### src/rtl/pixel_pkg.sv
// pixel_pkg: shared widths, default weight scale and FSM state type for the pixel normalizers
package pixel_pkg;
  localparam int PIX_W = 8;
  localparam int PROD_W = 20;
  localparam int WEIGHT_W = 9;
  localparam int FRAC_BITS = 7;
  typedef enum logic {ACCUM, OUT} state_t;
endpackage

### src/rtl/pixel_round_clamp.sv
// pixel_round_clamp: round half up, arithmetic shift by FRAC_BITS, clamp to 0..255 with clip flag
module pixel_round_clamp
  import pixel_pkg::*;
#(
  parameter int ACC_W = 24,
  parameter int FRAC_BITS = pixel_pkg::FRAC_BITS
) (
  input  logic signed [ACC_W-1:0] sum,
  output logic [PIX_W-1:0]        pixel,
  output logic                    clipped
);
  logic signed [ACC_W:0] biased;
  logic signed [ACC_W:0] r;
  logic neg;
  logic big;
  // one extra bit of headroom so adding the rounding bias can never wrap
  always_comb begin
    biased = {sum[ACC_W-1], sum} + (ACC_W+1)'(2 ** (FRAC_BITS - 1));
    r = biased >>> FRAC_BITS;
    neg = r[ACC_W];
    big = !neg && (|r[ACC_W-1:PIX_W]);
    pixel = neg ? '0 : big ? '1 : r[PIX_W-1:0];
    clipped = neg | big;
  end
endmodule

### src/rtl/pixel_accum_normalize.sv
// pixel_accum_normalize: sums TAPS signed products per kernel and emits a rounded, clamped 8-bit pixel; PIXEL_ACCUM_CLIP_FLAG_EN adds out_clipped
module pixel_accum_normalize
  import pixel_pkg::*;
#(
  parameter int TAPS = 16,
  parameter int FRAC_BITS = pixel_pkg::FRAC_BITS,
  parameter int ACC_W = 24,
  localparam int IW = (TAPS > 1) ? $clog2(TAPS) : 1
) (
  input  logic              clk,
  input  logic              rst_n,
  input  logic              in_valid,
  output logic              in_ready,
  input  logic [PROD_W-1:0] in_product,
  output logic              out_valid,
  input  logic              out_ready,
  output logic [PIX_W-1:0]  out_pixel,
  output logic [IW-1:0]     tap_idx
`ifdef PIXEL_ACCUM_CLIP_FLAG_EN
  ,
  output logic              out_clipped
`endif
);
  state_t state;
  logic signed [ACC_W-1:0] acc;
  logic signed [ACC_W-1:0] sum;
  logic [PIX_W-1:0] pix;
  logic last;
`ifdef PIXEL_ACCUM_CLIP_FLAG_EN
  logic clip;
`else
  logic clip_unused;
`endif

  assign sum = acc + {{(ACC_W-PROD_W){in_product[PROD_W-1]}}, in_product};
  assign last = tap_idx == IW'(TAPS - 1);
  assign in_ready = state == ACCUM;
  assign out_valid = state == OUT;

  pixel_round_clamp #(.ACC_W(ACC_W), .FRAC_BITS(FRAC_BITS)) u_round_clamp (
    .sum(sum),
    .pixel(pix),
`ifdef PIXEL_ACCUM_CLIP_FLAG_EN
    .clipped(clip)
`else
    .clipped(clip_unused)
`endif
  );

  // accumulate taps in ACCUM, latch the normalized pixel on the final tap, hold it in OUT until taken
  always_ff @(posedge clk) begin
    if (!rst_n) begin
      state <= ACCUM;
      acc <= '0;
      tap_idx <= '0;
      out_pixel <= '0;
`ifdef PIXEL_ACCUM_CLIP_FLAG_EN
      out_clipped <= 1'b0;
`endif
    end else if (state == ACCUM) begin
      if (in_valid) begin
        if (last) begin
          acc <= '0;
          tap_idx <= '0;
          out_pixel <= pix;
`ifdef PIXEL_ACCUM_CLIP_FLAG_EN
          out_clipped <= clip;
`endif
          state <= OUT;
        end else begin
          acc <= sum;
          tap_idx <= tap_idx + 1'b1;
        end
      end
    end else if (out_ready) begin
      state <= ACCUM;
    end
  end
endmodule
### config.mk
export PLATFORM = sky130hd
export DESIGN_NAME = pixel_accum_normalize
export DESIGN_NICKNAME = d
export VERILOG_FILES = /design/src/rtl/pixel_pkg.sv /design/src/rtl/pixel_round_clamp.sv /design/src/rtl/pixel_accum_normalize.sv
export SDC_FILE = /design/constraint.sdc
export NUM_CORES = 1
export LEC_CHECK = 0
export ABC_CLOCK_PERIOD_IN_PS = 4820
export CAP_MARGIN = 20
export CORE_MARGIN = 10
export CORE_UTILIZATION = 27
export CTS_CLUSTER_DIAMETER = 120
export DETAILED_ROUTE_END_ITERATION = 12
export DONT_BUFFER_PORTS = 1
export PLACE_DENSITY_LB_ADDON = 0.1
export SETUP_SLACK_MARGIN = 0.15
export SLEW_MARGIN = 20
export SYNTH_ARGS = -nofsm -noshare
export SYNTH_HDL_FRONTEND = slang
export SYNTH_SLANG_ARGS = --single-unit
### constraint.sdc
create_clock -name clk -period 4.82 [get_ports clk]
set_input_delay 0.723 -clock clk [delete_from_list [all_inputs] [get_ports clk]]
set_output_delay 0.723 -clock clk [all_outputs]
set_load 0.02 [all_outputs]
## Word-level counts from Yosys, hierarchy flattened

Cells that the tools add are included.

- $add $sub $neg: 3
- Equal/unequal tests: 1
- Multiplexer cells: 8
- Bitwise logic cells: 1
- Reductions and logical operators: 5

Operator list:

| operator | count |
|---|---|
| 24-bit by 8-bit adder with 25-bit output, second input constant | 1 |
| 24-bit adder | 1 |
| 24-bit two-way mux | 1 |
| 8-bit two-way mux | 2 |
| 10-bit OR reduction | 1 |
| 4-bit by 1-bit adder with 4-bit output, second input constant | 1 |
| 4-bit equality test, second input constant | 1 |
| 1-bit two-way mux | 4 |
| 4-bit two-way mux | 1 |
| 3-bit AND reduction | 1 |
| 2-bit AND reduction | 1 |
| 1-bit logical AND | 1 |
| 1-bit zero test | 1 |
| 1-bit inverter | 1 |

- Register bits after elaboration: 37
- Input bits: 24
- Output and inout bits: 14
- Logic and storage cells: 22

## Logic depth before layout (Yosys ltp)

- Depth in word-level cells: 6
- Depth in mapped cells: 16
- Depth with buffers taken out: 15

## By module

A second synthesis with hierarchy kept.

- Cell total of the unflattened synthesis: 373
- Area total of the unflattened synthesis: 3069.2 µm²

By module, submodules not included:

| module | instances | cells an instance | area an instance (µm²) | sequential area each (µm²) |
|---|---|---|---|---|
| pixel_accum_normalize | 1 | 311 | 2621.3 | 740.7 |
| pixel_round_clamp | 1 | 62 | 447.9 | 0.0 |

## Worst setup path after synthesis

OpenSTA, ideal clock, no wires.

- Kind: in2reg
- Start: in in_product[0]
- End: reg out_pixel[3]
- Library setup time: 139 ps
- Data arrival time: 3623 ps
- Required time: 4681 ps
- Slack: 1059 ps
- Stages on the path: 14
- Path buffers: 1
- Cell sequence: ha_1 -> inv_1 -> fa_1 -> nand2b_1 -> a21oi_2 -> o31ai_2 -> nor3b_1 -> or4_4 -> buf_6 -> nand4b_1 -> nor4b_2 -> nand3_1 -> o21ai_4 -> a41oi_2

- Word-level cells in the longest chain between the ends: 6
- Elaborated cells between the ends (all ways): 7
- Classes of those cells: add/sub (2); mux (2); reduce/logical (3)

Ends and longest elaborated chain:

| item | RTL line | RTL |
|---|---|---|
| start: declaration | pixel_accum_normalize.sv:14 | `input logic [PROD_W-1:0] in_product,` |
| 24-bit adder (*) | pixel_accum_normalize.sv:35 | `assign sum = acc + {{(ACC_W-PROD_W){in_product[PROD_W-1]}}, in_product};` |
| 24-bit by 8-bit adder with 25-bit output (*) | pixel_round_clamp.sv:18 | `biased = {sum[ACC_W-1], sum} + (ACC_W+1)'(2 ** (FRAC_BITS - 1));` |
| 10-bit OR reduction / 1-bit zero test (equally long branches) | pixel_round_clamp.sv:21 | `big = !neg && (\|r[ACC_W-1:PIX_W]);` |
| 1-bit logical AND | pixel_round_clamp.sv:21 |  |
| 8-bit two-way mux | pixel_round_clamp.sv:22 | `pixel = neg ? '0 : big ? '1 : r[PIX_W-1:0];` |
| 8-bit two-way mux (*) | pixel_round_clamp.sv:22 |  |
| end signal: assignment | pixel_accum_normalize.sv:65 | `out_pixel <= pix;` |
| end: declaration | pixel_accum_normalize.sv:17 | `output logic [PIX_W-1:0] out_pixel,` |

Mark *: on every way between the ends. The rest lies on a longest branch, timed or not.
A chain may end at the register's enable or synchronous reset.

## Worst setup path after layout

Same ends and word-level chain as after synthesis.

==> run metrics <==
post-synthesis sequential area ratio 22.05%; CORE AREA 12,110 um^2; Post-Route Setup TNS 0 ns; switching power 0.0005097 W; CP endpoint kind flip-flop; clock tree buffer depth 2; worst skew pair latency 0.30 ns; Root Buffer clkbuf_16; die area 17,300 um^2; final setup violation count 0; Fin. Hold Viols 0; share of power burned in registers 26.8%; Slew Viols, Final 0; required time worst endpoint 4.99 ns; Max Clk Rate 251.1 MHz; number of global-route vias before repair 2,946; crit start category input port; total gr overflow 0; Mapped Cells 402; Syn. warnings 0; RePlAce Congestion 0.8328; DP Cell Count 554; IO buf count 0; Die Y 131.5 um; synth unique cells 73; CTS tree done; overall routed net length 9.888 mm; syn_nets 452; Post-synth ARST share 0%; DRT antenna net count 0; met2 usage 17.42%; 1st-iter DRT viols 151; multi-input logic area 2472 um^2; Avg Cell Area, Syn 8.357 um^2; run status completed; final instance area 3647 um^2; cts hold-fix bufs 0; GR Util met1 15.62%; # rows 40; largest net degree at the start of global routing 31; number of CTS-inserted buffers 5; normalized max-slew margin 43.69%; area grow syn2layout 8.566%; post-synthesis register bit count 37; clock-pin slew on the worst setup and hold paths 0.06 ns; Setup Buffers After CTS 0; part of the power in the clock network 29.6%; DRC errors left 0; Top FF cell, synth dfxtp_1; first-pass GRT wire length 16.37 mm; Initial Util 27.74%; Vias 2,907; WP data arrival 4.15 ns; Clock Skews 0.008725 ns; CTS sink count 37; Final Cycle Share 82.61%; DR WL/cell 17.59 um; fillcell total 1,334; gr usage total 11.58%; Sw Ratio 38.99%; H-tree depth 2; register area 740.7 um^2; Crit Path Max Fanout 8; vias per cell 5.173; worst slew pin tran 0.8446 ns; nets@finish 443; mapped cell area 3359 um^2; Static Leak 1.353 nW; DP HPWL 7.621 mm; crit path kind input port to flip-flop; Power Dens Cells 358.4 nW/um^2; gr busiest metal met2; P_int 0.0007975 W; antenna violations before repair 0; Non-Filler Instances 562; DP Area 3480 um^2; drt pass-1 iters 4; # IOs 38; Post-synth EDFFs 0; antenna fix cells 0; share of cells above drive strength 1 9.645%; width of the die 131.5 um; GRT met3 Usage 2.706%; power share of the combinational group 43.5%; HP Class flip-flop to flip-flop; total of max-cap violations 0; RSZ-0062 raised after global routing no; VDD IR max 124.8 uV; fin crit period 3.982 ns; Post-CTS Resized 0
## state kept, by name, summed over array words and instances (netlist names)
register   count
tap_idx        4
acc           24
out_pixel      8
out_valid      1
## critical path, cell delays in order
cell and delay [ns]:
ha_1 0.18, inv_1 0.07, fa_1 0.39, nand2b_1 0.24, a21oi_2 0.23, nor2_1 0.08, xnor2_1 0.32, ha_1 0.28
inv_1 0.05, nor4b_1 0.38, nand4b_1 0.19, nor4b_2 0.34, nand3_1 0.18, o21ai_4 0.33, a41oi_2 0.15
## final timing paths
kind,start,slack [ns],end,depth (start not counted)
worst min register to register,acc[11],0.53,acc[11],2
worst max-delay path,in_product[0],0.84,out_pixel[3],15
worst max register to register,acc[0],0.92,out_pixel[3],15
worst min-delay path,acc[11],0.53,acc[11],2
## power groups by stage
stage                     Clock [W]  Combinational (W)  Sequential (W)
after floorplan                   0           0.000451        0.000352
after global placement            0           0.000574        0.000358
after detailed placement          0           0.000567        0.000357
after CTS                  0.000406           0.000571        0.000351
after global routing       0.000414           0.000640        0.000354
final                      0.000387           0.000569        0.000351
## Yosys cell counts (3+ instances only)
library cell | instances | share of area, %
nand4_1 | 8 | 1.5
buf_4 | 4 | 0.89
nor3_1 | 8 | 1.2
or3_1 | 3 | 0.56
o211ai_1 | 5 | 1.1
nand2_1 | 37 | 4.1
buf_2 | 3 | 0.45
o21a_1 | 12 | 2.7
nand3_1 | 7 | 1.0
a2bb2oi_1 | 5 | 1.3
a22oi_1 | 17 | 3.8
clkbuf_1 | 9 | 1.0
a211oi_1 | 4 | 0.89
nor4_1 | 4 | 0.74
o21ai_0 | 15 | 2.2
a41oi_2 | 6 | 2.9
a21o_1 | 8 | 1.8
xor2_1 | 6 | 1.6
a31oi_1 | 4 | 0.74
nor2b_1 | 22 | 4.1
nor2_1 | 16 | 1.8
and3_1 | 9 | 1.7
dfxtp_1 | 37 | 22
buf_6 | 3 | 1.0
a21boi_0 | 4 | 0.89
nand2b_1 | 6 | 1.1
a21oi_1 | 20 | 3.0
xnor2_1 | 18 | 4.7
and4_1 | 3 | 0.78
and2_1 | 13 | 2.4
ha_1 | 25 | 9.3
inv_1 | 9 | 1.0
o21ai_1 | 3 | 0.45
## cell type report
| cell class | instances | share of cell area, % |
|---|---|---|
| Clock buffer | 6 | 3.533 |
| Clock inverter | 2 | 1.063 |
| Inverter | 9 | 0.9262 |
| Multi-Input combinational cell | 337 | 67.79 |
| Sequential cell | 37 | 20.31 |
| Tap cell | 168 | 5.763 |
| Timing Repair Buffer | 3 | 0.6175 |
## logic make-up after synthesis
logic type | share of synthesized area (%)
XOR/XNOR | 6.257
AND/OR/NAND/NOR | 25.81
flip-flops | 22.05
AO/OA/AOI/OAI | 30.99
buffers and inverters | 4.357
adder cells (fa/ha/maj) | 9.907
multiplexers | 0.6331
## per-stage QoR
step	setup WS [ns]	total power, W	utilization, %	hold slack [ns]
finish	0.8381	0.001307	30.11	0.5293
global route	0.3349	0.001409	30.11	0.5392
CTS	0.7912	0.001328	30.11	0.5348
detailed placement	0.5108	0.0009244	28.73	0.5198
global placement	0.5576	0.0009316	28.73	0.5051
floorplan	1.059	0.0008035	-	0.4799
## placed cells by master (no fill, tap or decap), types with 7 or more instances in the layout
cell	n
nand3_1	7
o21a_1	12
inv_1	9
nand4_1	8
o21ai_0	15
dfxtp_1	37
a21oi_1	20
nor2_1	16
and3_1	9
nand2_1	37
a21o_1	8
and2_1	13
nor3_1	8
xnor2_1	18
nor2b_1	22
ha_1	25
a22oi_1	17
## routing by layer
layer  routed length [um]  vias up
met2                 4332       66
met1                 4860     1337
met3                  531       10
li1                     -     1494
met5                    0        -
met4                  163        0
(Power assumes the default switching activity.)
==> variant 1: new RTL, same settings <==
Set the parameter `TAPS` to 32 (it was 16).
--- a/src/rtl/pixel_accum_normalize.sv
+++ b/src/rtl/pixel_accum_normalize.sv
@@ -2,7 +2,7 @@
 module pixel_accum_normalize
   import pixel_pkg::*;
 #(
-  parameter int TAPS = 16,
+  parameter int TAPS = 32,
   parameter int FRAC_BITS = pixel_pkg::FRAC_BITS,
   parameter int ACC_W = 24,
   localparam int IW = (TAPS > 1) ? $clog2(TAPS) : 1
Ports: changed (resized tap_idx); port bits go from 38 to 39. The function was not compared with the original's and may differ.
==> variant 1 against the unedited design <==
Count of clock-buffer cells in the layout fell by 1; synthesized cell count rose by 1.2%; total power fell by 7.5%; routed wire length rose by 0.71%; non-clock buffer count did not move; hold slack got worse by 56 ps; cell area fell by 2.9%; register-to-register slack got worse by 80 ps; worst setup slack got worse by 89 ps; clock skew fell by 0.86 ps; sequential cell count rose by 1; area after synthesis fell by 2.6%; critical path type unchanged; critical endpoint is now out_pixel[2]$_SDFFE_PN0P_; largest power group unchanged.
==> variant 1: results (changes against the unedited design) <==
met2 WL=4980 um (+15%); vias per cell=5.32 (+2.9%); Clock Skew=7.87 ps (-0.856 ps); VDD IR max=0.120 mV (-3.7%); crit-path max cell delay=540 ps (+150 ps); relative slew slack=36.9% (-6.8 points); clock share of power=27.1% (-2.5 points); crit-path max FO=7 (-1); DRT iter0 DRCs=121 (-20%); status=complete, no violations; biggest regs=acc x24, out_pixel x8, tap_idx x5; Synth top cells by count=nand2_1 (39), dfxtp_1 (38), a21oi_1 (31); Final Wtd Congestion=0.852 (+2.3%); vias in the first global route=2885 (-2.1%); Distinct cells, synth=63 (-14%); pin count of the biggest net entering global routing=34 (+9.7%); top cells by area, synth=dfxtp_1 (23%), ha_1 (9.9%), nor2b_1 (5.5%), a21oi_1 (4.7%), nand2_1 (4.5%); Sw Ratio=39.3% (+0.34 points); Final nets=450 (+1.6%); Leak=0.00132 uW (-2.3%); Post-Place Setup Slack=442 ps (-69.1 ps); sequential area share after synthesis=23.3% (+1.2 points); M1 WL=4370 um (-10%); DR pass1 iterations=5 (+1); Total GRT Usage=11.9% (+0.34 points); Net Count, Synth=458 (+1.3%); Worst EP arrival=4240 ps (+90 ps); WL final=9960 um (+0.71%); Worst Hold Launch=acc[0]$_SDFFE_PN0P_
==> variant 1: cell types whose count changed in the layout (fill, tap and decap cells not counted), moves of 6 or more <==
cell      unedited run  this run
o21ai_1              3        11
a211oi_1             4        11
a21oi_1             20        31
nor2b_1             22        29
xor2_1               6        12
o21a_1              12         6
a41oi_2              6         0
and2_1              13         6
and3_1               9         2
==> variant 1: routing by layer <==
metal,track usage [%],up-vias
met1,14.2,1371
met4,3.70,0
met5,0,-
li1,-,1480
met3,3.08,9
met2,20.5,46
==> variant 1: logic make-up (layout without fill, tap and decap cells) <==
logic type	count (synthesis)	in the layout	share of synthesized area [%]
compound gates	139	139	29.8
flops	38	38	23.3
fa+ha+maj	27	27	10.6
xor+xnor	27	27	7.69
buf+inv	27	19	3.25
simple gates	149	149	25.4
==> variant 1: path summary, 6_finish.rpt <==
| check | endpoint | slack [ps] | depth (start not counted) |
|---|---|---|---|
| worst max register to register | out_pixel[2]$_SDFFE_PN0P_ | 840 | 14 |
| worst min register to register | acc[0]$_SDFFE_PN0P_ | 470 | 2 |
| worst max-delay path | out_pixel[2]$_SDFFE_PN0P_ | 750 | 14 |
| worst min-delay path | acc[0]$_SDFFE_PN0P_ | 470 | 2 |
==> variant 1: metrics by stage <==
step	hold slack, ps	instances	area (um^2)
2_1_floorplan	445	407	3270
3_3_place_gp	460	539	3410
3_5_place_dp	474	539	3410
4_1_cts	482	546	3540
5_1_grt	512	546	3540
6_report	473	546	3540
==> variant 1: area by class of cell <==
cell class	instances	area, um^2
timing repair buffer	3	22.5
inverter	9	33.8
multi-input combinational	342	2410
tap	147	184
sequential	38	761
clock inverter	2	10.0
fill	1287	8420
clock buffer	5	125
==> variant 2: new RTL, config.mk and constraints unchanged <==
Made on the original files. Reset style: asynchronous (`rst_n`), changed in one clocked block.
--- a/src/rtl/pixel_accum_normalize.sv
+++ b/src/rtl/pixel_accum_normalize.sv
@@ -48,7 +48,7 @@
   );
 
   // accumulate taps in ACCUM, latch the normalized pixel on the final tap, hold it in OUT until taken
-  always_ff @(posedge clk) begin
+  always_ff @(posedge clk or negedge rst_n) begin
     if (!rst_n) begin
       state <= ACCUM;
       acc <= '0;
Function: differs if rst_n is asserted again (counterexample within 4 cycles, from zero or initial values and one cycle with rst_n low); with rst_n held inactive, the same outputs for 10 cycles.
==> variant 2 against the unedited design <==
Area after synthesis fell by 5.7%; core utilization rose by 0.69 points; first-iteration DRC count fell by 19%; routed wire length fell by 6.4%; clock skew fell by 2.1 ps; cell area fell by 3.2%; sequential cell count did not move; worst setup slack got worse by 27 ps; die area fell by 4.8%; highest routed layer unchanged.
Power is not compared: it rests on default switching activity, and its combinational part moved more than twofold at a synthesized area within 25%.
==> variant 2: results (changes against the unedited design) <==
Final nets=393 (-11%); first-pass GRT wire length=14900 um (-8.8%); WL final=9250 um (-6.4%); Synth top cells by count=nand2_1 (41), dfrtp_1 (37), a21oi_1 (30); Total GRT Usage=11.4% (-0.19 points); fraction of area in multi-input gates=61.2% (-6.6 points); number of non-clock buffers=4 (+1); R2R Path End=out_pixel[0]$_DFFE_PN0P_; WL met3=507 um (-4.5%); vias per cell=5.34 (+3.3%); placed instance count=478 (-14%); met1 Use GR=14.6% (-0.98 points); Clock Skew=6.65 ps (-2.08 ps); setup slack, reg-to-reg=880 ps (-40 ps); cells after synthesis=342 (-15%); top cells by area, synth=dfrtp_1 (29%), ha_1 (9.9%), nand2_1 (4.9%), a21oi_1 (4.7%), xnor2_1 (4.1%); hpwl dp=7030 um (-7.8%); status=complete, no violations; DRT iter0 DRCs=122 (-19%); ys flop type=dfrtp_1; placed cell area=3320 um^2 (-4.5%); die area=16500 um^2 (-4.8%); Signal buf overhead=1.06% (+0.45 points); HP Class=primary input to async pin; Distinct cells, synth=63 (-14%); met2 WL=4350 um (+0.39%); multi-input combinational cell area=2160 um^2 (-13%); Final Hold Slack=120 ps (-410 ps); layout clock buffer count=5 (-1); Worst EP arrival=4190 ps (+40 ps); relative slew slack=58.1% (+14 points); FILL cells=1198 (-10%); sequential area share after synthesis=29.2% (+7.2 points); vias in the first global route=2653 (-9.9%); Final Wtd Congestion=0.772 (-7.3%); GRT met3 Usage=2.92% (+0.21 points); post-synth top area share=29.2% (+7.2 points); layout cells sized above 1=10.8% (+1.1 points); Slowest-stage cell, CP=o31a_4; ClkCell Share=5.49% (+0.89 points); DR pass1 iterations=5 (+1)
==> variant 2: cells by family after synthesis <==
| group | count (synthesis) | synth area share, % |
|---|---|---|
| multiplexers | 2 | 0.750 |
| buffers and inverters | 19 | 2.57 |
| AND/OR/NAND/NOR | 101 | 17.6 |
| flip-flops | 37 | 29.2 |
| AO/OA/AOI/OAI | 129 | 30.9 |
| adder cells (fa/ha/maj) | 26 | 10.5 |
| XOR/XNOR | 28 | 8.45 |
==> variant 2: worst max path at each step <==
stage | startpoint | slack (ps) | to
6_report | in_product[0] | 810 | out_pixel[0]$_DFFE_PN0P_
5_1_grt | in_product[0] | 500 | out_pixel[0]$_DFFE_PN0P_
3_5_place_dp | in_product[0] | 470 | out_pixel[0]$_DFFE_PN0P_
4_1_cts | in_product[0] | 770 | out_pixel[0]$_DFFE_PN0P_
3_3_place_gp | in_product[0] | 560 | out_pixel[7]$_DFFE_PN0P_
2_1_floorplan | in_product[0] | 810 | out_pixel[2]$_DFFE_PN0P_
